`src/rtl/rect_seq_pkg.sv`:
```
// -----------------------------------------------------------------------------
// rect_seq_pkg
// Shared definitions for the rectangle scene sequencer:
//   - seq_state_t : sequencer state encoding (IDLE, FETCH, ISSUE, DWELL)
//   - entry layout helpers : total entry width and bit offsets of every field
//     of a script entry, derived from the coordinate/color/index widths.
// Entry layout, MSB to LSB:
//   {loop, last, enabled, index, color, x1, x2, y1, y2}
// -----------------------------------------------------------------------------
package rect_seq_pkg;

   typedef enum logic [1:0] {
      S_IDLE  = 2'd0,
      S_FETCH = 2'd1,
      S_ISSUE = 2'd2,
      S_DWELL = 2'd3
   } seq_state_t;

   localparam int DEF_WIDTHBITS  = 10;
   localparam int DEF_HEIGHTBITS = 10;
   localparam int DEF_COLORBITS  = 8;
   localparam int DEF_RECTBITS   = 6;

   function automatic int entry_bits(input int wb, input int hb, input int cb, input int rb);
      return 3 + rb + cb + 2 * wb + 2 * hb;
   endfunction

   localparam int DEF_ENTRYBITS = entry_bits(DEF_WIDTHBITS, DEF_HEIGHTBITS,
                                             DEF_COLORBITS, DEF_RECTBITS);

   // Field offsets, lowest field first.
   function automatic int off_y2(input int wb, input int hb);
      return 0 * wb + 0 * hb;
   endfunction

   function automatic int off_y1(input int wb, input int hb);
      return 0 * wb + hb;
   endfunction

   function automatic int off_x2(input int wb, input int hb);
      return 0 * wb + 2 * hb;
   endfunction

   function automatic int off_x1(input int wb, input int hb);
      return wb + 2 * hb;
   endfunction

   function automatic int off_color(input int wb, input int hb);
      return 2 * wb + 2 * hb;
   endfunction

   function automatic int off_index(input int wb, input int hb, input int cb);
      return 2 * wb + 2 * hb + cb;
   endfunction

   function automatic int off_enabled(input int wb, input int hb, input int cb, input int rb);
      return 2 * wb + 2 * hb + cb + rb;
   endfunction

   function automatic int off_last(input int wb, input int hb, input int cb, input int rb);
      return 2 * wb + 2 * hb + cb + rb + 1;
   endfunction

   function automatic int off_loop(input int wb, input int hb, input int cb, input int rb);
      return 2 * wb + 2 * hb + cb + rb + 2;
   endfunction

endpackage

```
`src/rtl/rect_seq_table.sv`:
```
// -----------------------------------------------------------------------------
// rect_seq_table
// Simple dual-port script memory: one write port, one registered read port.
// A read of the address being written in the same cycle returns the old word.
// Contents are not reset.
// Ports:
//   clk            : clock
//   we, waddr, wdata : write strobe, address, data
//   re, raddr      : read enable and address (data appears next cycle)
//   rdata          : registered read data, held while re is low
// -----------------------------------------------------------------------------
module rect_seq_table #(
   parameter int ABITS = 6,
   parameter int DBITS = 57
) (
   input  logic             clk,
   input  logic             we,
   input  logic [ABITS-1:0] waddr,
   input  logic [DBITS-1:0] wdata,
   input  logic             re,
   input  logic [ABITS-1:0] raddr,
   output logic [DBITS-1:0] rdata
);

   logic [DBITS-1:0] mem [0:(1 << ABITS) - 1];

   always_ff @(posedge clk) begin
      if (we) begin
         mem[waddr] <= wdata;
      end
      if (re) begin
         rdata <= mem[raddr];
      end
   end

endmodule

```
`src/rtl/rect_scene_sequencer.sv`:
```
// -----------------------------------------------------------------------------
// rect_scene_sequencer
// Plays a host-written script of rectangle updates into the vga_pipeline
// rectangle-config port. Entries are fetched one at a time, issued as a
// single-cycle write when the pipeline is not stalled, and grouped into scenes
// terminated by a 'last' entry, after which the sequencer dwells for a
// programmable number of cycles and moves on (wrapping or looping to 0).
//
// Optional feature macro: RECT_SEQ_CLIP_EN
//   defined   : coordinates clamped to the screen and ordered (x1<=x2, y1<=y2)
//               combinationally in front of the output registers.
//   undefined : coordinates pass through verbatim.
//
// Ports:
//   clk, rst_b          : clock, synchronous active-low reset
//   run                 : playback enable (honoured in IDLE and at scene ends)
//   dwell               : hold cycles after a scene, sampled when it ends
//   tb_we/tb_addr/tb_wdata : script table write port
//   vg__stall           : blocks issue while high
//   st__conf_*, vg__rect_index : registered rectangle config fields
//   vg__rect_write      : one-cycle write pulse
//   busy                : sequencer is not idle
//   scene_done          : one-cycle pulse with the write of a 'last' entry
//   cur_addr            : address of the entry being fetched/issued
// -----------------------------------------------------------------------------
module rect_scene_sequencer
   import rect_seq_pkg::*;
#(
   parameter int WIDTHBITS  = 10,
   parameter int HEIGHTBITS = 10,
   parameter int COLORBITS  = 8,
   parameter int RECTBITS   = 6,
   parameter int TABBITS    = 6,
   parameter int DWELLBITS  = 27,
   parameter int WIDTH      = 800,
   parameter int HEIGHT     = 600,
   localparam int ENTRYBITS = entry_bits(WIDTHBITS, HEIGHTBITS, COLORBITS, RECTBITS)
) (
   input  logic                  clk,
   input  logic                  rst_b,
   input  logic                  run,
   input  logic [DWELLBITS-1:0]  dwell,
   input  logic                  tb_we,
   input  logic [TABBITS-1:0]    tb_addr,
   input  logic [ENTRYBITS-1:0]  tb_wdata,
   input  logic                  vg__stall,
   output logic [COLORBITS-1:0]  st__conf_color,
   output logic                  st__conf_enabled,
   output logic [WIDTHBITS-1:0]  st__conf_rect_x1,
   output logic [WIDTHBITS-1:0]  st__conf_rect_x2,
   output logic [HEIGHTBITS-1:0] st__conf_rect_y1,
   output logic [HEIGHTBITS-1:0] st__conf_rect_y2,
   output logic [RECTBITS-1:0]   vg__rect_index,
   output logic                  vg__rect_write,
   output logic                  busy,
   output logic                  scene_done,
   output logic [TABBITS-1:0]    cur_addr
);

`ifdef RECT_SEQ_CLIP_EN
   localparam bit CLIP_EN = 1'b1;
`else
   localparam bit CLIP_EN = 1'b0;
`endif

   localparam int O_Y2    = off_y2(WIDTHBITS, HEIGHTBITS);
   localparam int O_Y1    = off_y1(WIDTHBITS, HEIGHTBITS);
   localparam int O_X2    = off_x2(WIDTHBITS, HEIGHTBITS);
   localparam int O_X1    = off_x1(WIDTHBITS, HEIGHTBITS);
   localparam int O_COLOR = off_color(WIDTHBITS, HEIGHTBITS);
   localparam int O_INDEX = off_index(WIDTHBITS, HEIGHTBITS, COLORBITS);
   localparam int O_EN    = off_enabled(WIDTHBITS, HEIGHTBITS, COLORBITS, RECTBITS);
   localparam int O_LAST  = off_last(WIDTHBITS, HEIGHTBITS, COLORBITS, RECTBITS);
   localparam int O_LOOP  = off_loop(WIDTHBITS, HEIGHTBITS, COLORBITS, RECTBITS);

   localparam logic [WIDTHBITS-1:0]  X_MAX = WIDTHBITS'(WIDTH - 1);
   localparam logic [HEIGHTBITS-1:0] Y_MAX = HEIGHTBITS'(HEIGHT - 1);

   seq_state_t             state;
   logic [DWELLBITS-1:0]   dwell_cnt;
   logic                   loop_q;
   logic                   fetch_en;
   logic [ENTRYBITS-1:0]   entry;

   logic                   e_loop;
   logic                   e_last;
   logic                   e_en;
   logic [RECTBITS-1:0]    e_idx;
   logic [COLORBITS-1:0]   e_color;
   logic [WIDTHBITS-1:0]   e_x1, e_x2, cx1, cx2, ox1, ox2;
   logic [HEIGHTBITS-1:0]  e_y1, e_y2, cy1, cy2, oy1, oy2;

   function automatic logic [WIDTHBITS-1:0] sat_x(input logic [WIDTHBITS-1:0] v);
      return (v > X_MAX) ? X_MAX : v;
   endfunction

   function automatic logic [HEIGHTBITS-1:0] sat_y(input logic [HEIGHTBITS-1:0] v);
      return (v > Y_MAX) ? Y_MAX : v;
   endfunction

   assign fetch_en = (state == S_FETCH);

   rect_seq_table #(
      .ABITS (TABBITS),
      .DBITS (ENTRYBITS)
   ) u_table (
      .clk   (clk),
      .we    (tb_we),
      .waddr (tb_addr),
      .wdata (tb_wdata),
      .re    (fetch_en),
      .raddr (cur_addr),
      .rdata (entry)
   );

   assign e_loop  = entry[O_LOOP];
   assign e_last  = entry[O_LAST];
   assign e_en    = entry[O_EN];
   assign e_idx   = entry[O_INDEX +: RECTBITS];
   assign e_color = entry[O_COLOR +: COLORBITS];
   assign e_x1    = entry[O_X1 +: WIDTHBITS];
   assign e_x2    = entry[O_X2 +: WIDTHBITS];
   assign e_y1    = entry[O_Y1 +: HEIGHTBITS];
   assign e_y2    = entry[O_Y2 +: HEIGHTBITS];

   // Optional clamp-then-order of the coordinates, folded into the issue cycle.
   always_comb begin
      cx1 = e_x1;
      cx2 = e_x2;
      cy1 = e_y1;
      cy2 = e_y2;
      if (CLIP_EN) begin
         cx1 = sat_x(e_x1);
         cx2 = sat_x(e_x2);
         cy1 = sat_y(e_y1);
         cy2 = sat_y(e_y2);
      end
      ox1 = cx1;
      ox2 = cx2;
      oy1 = cy1;
      oy2 = cy2;
      if (CLIP_EN && (cx1 > cx2)) begin
         ox1 = cx2;
         ox2 = cx1;
      end
      if (CLIP_EN && (cy1 > cy2)) begin
         oy1 = cy2;
         oy2 = cy1;
      end
   end

   always_ff @(posedge clk) begin
      if (!rst_b) begin
         state            <= S_IDLE;
         dwell_cnt        <= '0;
         loop_q           <= 1'b0;
         cur_addr         <= '0;
         busy             <= 1'b0;
         scene_done       <= 1'b0;
         vg__rect_write   <= 1'b0;
         vg__rect_index   <= '0;
         st__conf_color   <= '0;
         st__conf_enabled <= 1'b0;
         st__conf_rect_x1 <= '0;
         st__conf_rect_x2 <= '0;
         st__conf_rect_y1 <= '0;
         st__conf_rect_y2 <= '0;
      end else begin
         vg__rect_write <= 1'b0;
         scene_done     <= 1'b0;
         case (state)
            S_IDLE: begin
               if (run) begin
                  state <= S_FETCH;
                  busy  <= 1'b1;
               end
            end
            S_FETCH: begin
               state <= S_ISSUE;
            end
            S_ISSUE: begin
               if (!vg__stall) begin
                  vg__rect_write   <= 1'b1;
                  vg__rect_index   <= e_idx;
                  st__conf_color   <= e_color;
                  st__conf_enabled <= e_en;
                  st__conf_rect_x1 <= ox1;
                  st__conf_rect_x2 <= ox2;
                  st__conf_rect_y1 <= oy1;
                  st__conf_rect_y2 <= oy2;
                  if (!e_last) begin
                     cur_addr <= cur_addr + TABBITS'(1);
                     state    <= S_FETCH;
                  end else begin
                     scene_done <= 1'b1;
                     loop_q     <= e_loop;
                     if (dwell == '0) begin
                        // Zero dwell: the scene boundary is taken right here.
                        cur_addr <= e_loop ? '0 : cur_addr + TABBITS'(1);
                        state    <= run ? S_FETCH : S_IDLE;
                        busy     <= run;
                     end else begin
                        dwell_cnt <= dwell;
                        state     <= S_DWELL;
                     end
                  end
               end
            end
            S_DWELL: begin
               // One cycle per dwell count; the final count is the exit cycle.
               if (dwell_cnt <= DWELLBITS'(1)) begin
                  dwell_cnt <= '0;
                  cur_addr  <= loop_q ? '0 : cur_addr + TABBITS'(1);
                  state     <= run ? S_FETCH : S_IDLE;
                  busy      <= run;
               end else begin
                  dwell_cnt <= dwell_cnt - DWELLBITS'(1);
               end
            end
            default: begin
               state <= S_IDLE;
               busy  <= 1'b0;
            end
         endcase
      end
   end

endmodule

```
`config.mk`:
```
export PLATFORM = sky130hd
export DESIGN_NAME = rect_scene_sequencer
export DESIGN_NICKNAME = d
export VERILOG_FILES = /design/src/rtl/rect_seq_pkg.sv /design/src/rtl/rect_seq_table.sv /design/src/rtl/rect_scene_sequencer.sv
export SDC_FILE = /design/constraint.sdc
export NUM_CORES = 2
export LEC_CHECK = 0
export BUFFER_PORTS_ARGS = -buffer_cell sky130_fd_sc_hd__buf_4
export CAP_MARGIN = 20
export CORE_MARGIN = 5
export CORE_UTILIZATION = 40
export DETAILED_ROUTE_END_ITERATION = 6
export GPL_TIMING_DRIVEN = 0
export PLACE_DENSITY_LB_ADDON = 0.3
export SETUP_SLACK_MARGIN = 0.2
export SKIP_CTS_REPAIR_TIMING = 1
export SLEW_MARGIN = 40
export SYNTH_ARGS = -nofsm -noshare
export SYNTH_HDL_FRONTEND = slang
export SYNTH_HIERARCHICAL = 1
export SYNTH_SLANG_ARGS = --single-unit
```
`constraint.sdc`:
```
create_clock -name clk -period 7.1 [get_ports clk]
set_input_delay 1.775 -clock clk [delete_from_list [all_inputs] [get_ports clk]]
set_output_delay 1.775 -clock clk [all_outputs]
set_load 0.03 [all_outputs]
```
==> flow_metrics.py <==
metrics = {
    "run_status": {
        "status": "completed",
    },
    "synthesis": {
        "synth_top_cells_by_area": "edfxtp_1, mux4_2, dfxtp_1, o22ai_1, mux2i_1",
        "synthCells": 6329,
        "synth_xor_area_frac": 0,
        "synth_mux_area_frac": 0.165,
        "synth_edf_count": 3705,
        "synth_compound_area_frac": 0.0228,
        "synth_ff_type": "edfxtp_1",
        "yosys.area.top_type": "edfxtp_1",
        "synth_top_family_by_area": "multiplexers",
        "synthAdderAreaFrac": 0.000260,
        "syn_area_sq_mm": 0.145,
        "ys_seq_area_frac": 0.783,
        "syn_nets": 6427,
        "netlist.area_leader.share": 0.770,
        "ys_ff_latch": 3799,
        "synth-simple-area-share": 0.0161,
        "ys.warnings.count": 6,
        "synth-async-reset-ratio": 0,
        "syn_area_per_cell_sq_um": 22.8,
        "ys_types": 68,
    },
    "hold_path": {
        "hold_path_class": "reg -> reg",
        "min_to": "st__conf_rect_y1[2]",
        "holdPathStages": 2,
        "hp-start": "st__conf_rect_y1[2]",
    },
    "route": {
        "vias_per_cell": 6.15,
        "route.detailed.drc": 0,
        "drt_pass1_iterations": 7,
        "wl_um": 452000,
        "wl_per_cell_um": 36.5,
        "vias": 75996,
        "drt_iter0_drc": 11062,
        "antenna_left": 0,
    },
    "timing": {
        "clock_skew_ns": 0.0646,
        "setup_violations": 0,
        "fin_crit_ns": 4.51,
        "fmax_mhz": 222,
        "slew_viol_final": 0,
        "whs_ns": 0.463,
        "grt_setup_unrepaired": "false",
        "slew_headroom": 0.373,
        "hold_viol": 0,
        "fin_tns_setup_ns": 0,
        "worst-slew-pin-transition_ns": 0.941,
        "layout_setup_ws_ns": 2.59,
        "fin_crit_sh": 0.635,
    },
    "flow_run": {
        "max-cap-violations": 0,
    },
    "placement": {
        "placed_cell_area_sq_mm": 0.160,
        "hpwl_um": 311000,
        "gp_congestion": 0.868,
        "port_buffers": 154,
        "place_ws_ns": 2.20,
    },
    "pwr": {
        "clkPwrFrac": 0.426,
        "switchingPower_w": 0.00975,
        "combPwrFrac": 0.038,
        "p_int_w": 0.0366,
        "p_sw_frac": 0.210,
        "power_frac_seq": 0.536,
        "power.density_mw_per_mm2": 269,
        "power_w": 0.0464,
        "p_leak_nw": 53.3,
        "peakVddDrop_uv": 229,
    },
    "clocking": {
        "clockBufferDepth": 4,
        "cts-root-buf": "clkbuf_16",
        "numCtsBuffers": 378,
        "clkLatencyLatePin_ns": 0.98,
        "cts_tree": "built",
        "cts.reportedPaths.clkPinSlew_ns": 0.06,
        "h-tree-depth": 5,
        "cts_sinks": 3799,
    },
    "cells_and_area": {
        "fin_area_sq_mm": 0.172,
        "layout-drive-gt1-share": 0.329,
        "nets": 7351,
        "fillers": 28702,
        "synthToLayoutAreaGrowth_pct": 19.3,
    },
    "setup_path": {
        "critPathRequiredTime_ns": 7.77,
        "worstSetupStartpointType": "register",
        "cp.arrival_ns": 5.18,
        "critPathCaptureType": "register",
        "regToRegEndpoint": "u_table/rdata[4]",
        "reg2reg_from": "cur_addr[1]",
        "critPathKind": "reg -> reg",
        "cp_max_fo": 13,
        "r2r_slack_ns": 2.59,
        "reg2reg_depth": 9,
    },
    "die": {
        "core_area_sq_mm": 0.359,
        "row_count": 220,
        "dieArea_sq_mm": 0.373,
        "start_util": 0.402,
        "pin_count": 159,
        "die_y_um": 611,
        "die_w_um": 611,
    },
    "global_route": {
        "globalRouteOverflowTotal": 0,
        "grt_use_total": 0.239,
        "grt_pass1_wl_um": 618000,
        "antenna_found_initial": 38,
        "grt_pass1_vias": 74093,
        "grt_max_degree": 65,
    },
}
-- metal layers --
layer  up-vias  track usage  wire, um
met5         -            0       158
met4        24        0.100     22000
met3       942       0.0593     52800
met2      5123        0.370    209000
met1     40935        0.324    168000
li1      28972            -         -
-- through the flow --
step / instances / utilization
floorplan: 6329 / -
global route: 12348 / 0.480
CTS: 12337 / 0.479
detailed placement: 11641 / 0.445
global placement: 11256 / 0.422
finish: 12365 / 0.480
-- cell type report --
type	count	area, sq um	area share
Sequential cell	3799	113000	0.656
Antenna cell	23	57.6	0.000334
Inverter	13	48.8	0.000283
Clock buffer	498	10200	0.0592
Clock inverter	198	2020	0.0117
Tap cell	4773	5970	0.0346
Timing Repair Buffer	544	9060	0.0525
Buffer	352	1990	0.0115
Multi-Input combinational cell	2165	30000	0.174
-- critical path: stages (launching register included) --
cell and delay, ns:
dfxtp_1 0.50, buf_4 0.27, buf_2 0.71, clkbuf_2 0.68, buf_2 0.47, mux4_2 0.37, mux2i_1 0.28, o22ai_1 0.26
a31oi_1 0.44, nor2_1 0.21
-- cells in the mapped netlist, drive strengths merged (19+ instances only) --
library cell	instances
nor2	167
dfxtp	94
nand3	32
o22ai	178
mux4	998
nor3	29
mux2	42
a21oi	107
mux2i	89
a31oi	33
nand2	222
clkbuf	157
o221ai	26
o22a	19
edfxtp	3705
buf	195
o21ai	53
-- how the worst max path moves through the flow --
stage / startpoint / end / depth (start not counted)
finish: cur_addr[1] / u_table/rdata[4] / 9
global route: cur_addr[1] / u_table/rdata[49] / 9
CTS: cur_addr[1] / u_table/rdata[2] / 9
detailed placement: tb_addr[1] / u_table/mem[39][56] / 7
global placement: tb_addr[3] / u_table/mem[48][14] / 4
floorplan: tb_addr[3] / u_table/mem[48][0] / 4
-- flip-flops by register name, summed over array words and instances (netlist names) --
| signal | flops |
|---|---|
| u_table/mem | 3648 |
| u_table/rdata | 57 |
| dwell_cnt | 27 |
| st__conf_rect_x1 | 10 |
| st__conf_rect_x2 | 10 |
| st__conf_rect_y1 | 10 |
| st__conf_rect_y2 | 10 |
| st__conf_color | 8 |
| cur_addr | 6 |
| vg__rect_index | 6 |
| state | 2 |
| busy | 1 |
| loop_q | 1 |
| scene_done | 1 |
| st__conf_enabled | 1 |
| vg__rect_write | 1 |
-- cells in the final DEF, fill, tap and decap left out, types with 88 or more instances in the layout --
cell / synthesis / routed
clkbuf_16: 0 / 383
a21oi_1: 107 / 107
mux4_2: 998 / 998
buf_2: 68 / 100
buf_8: 0 / 167
clkbuf_2: 0 / 88
nand2_1: 222 / 222
nor2_1: 166 / 103
dfxtp_1: 94 / 94
mux2i_1: 89 / 89
edfxtp_1: 3705 / 3705
o22ai_1: 178 / 178
clkbuf_1: 157 / 162
buf_16: 0 / 179
buf_4: 57 / 237
-- power groups by stage --
stage	combinational [W]	sequential (W)	clock [W]
after detailed placement	0.00174	0.0253	0
after CTS	0.00174	0.0249	0.0200
after floorplan	0.000820	0.0253	0
after global placement	0.00158	0.0253	0
final	0.00175	0.0249	0.0198
after global routing	0.00184	0.0249	0.0210
-- cell families (layout without fill, tap and decap cells) --
kind of cell	Yosys count	after routing
DFF	3799	3799
muxes	1129	1129
and+or+nand+nor	534	534
AOI/OAI and AO/OA	499	499
buffers and inverters	365	1605
adders and majority gates	3	3
other	0	23
Power figures use the tool's default switching activity.
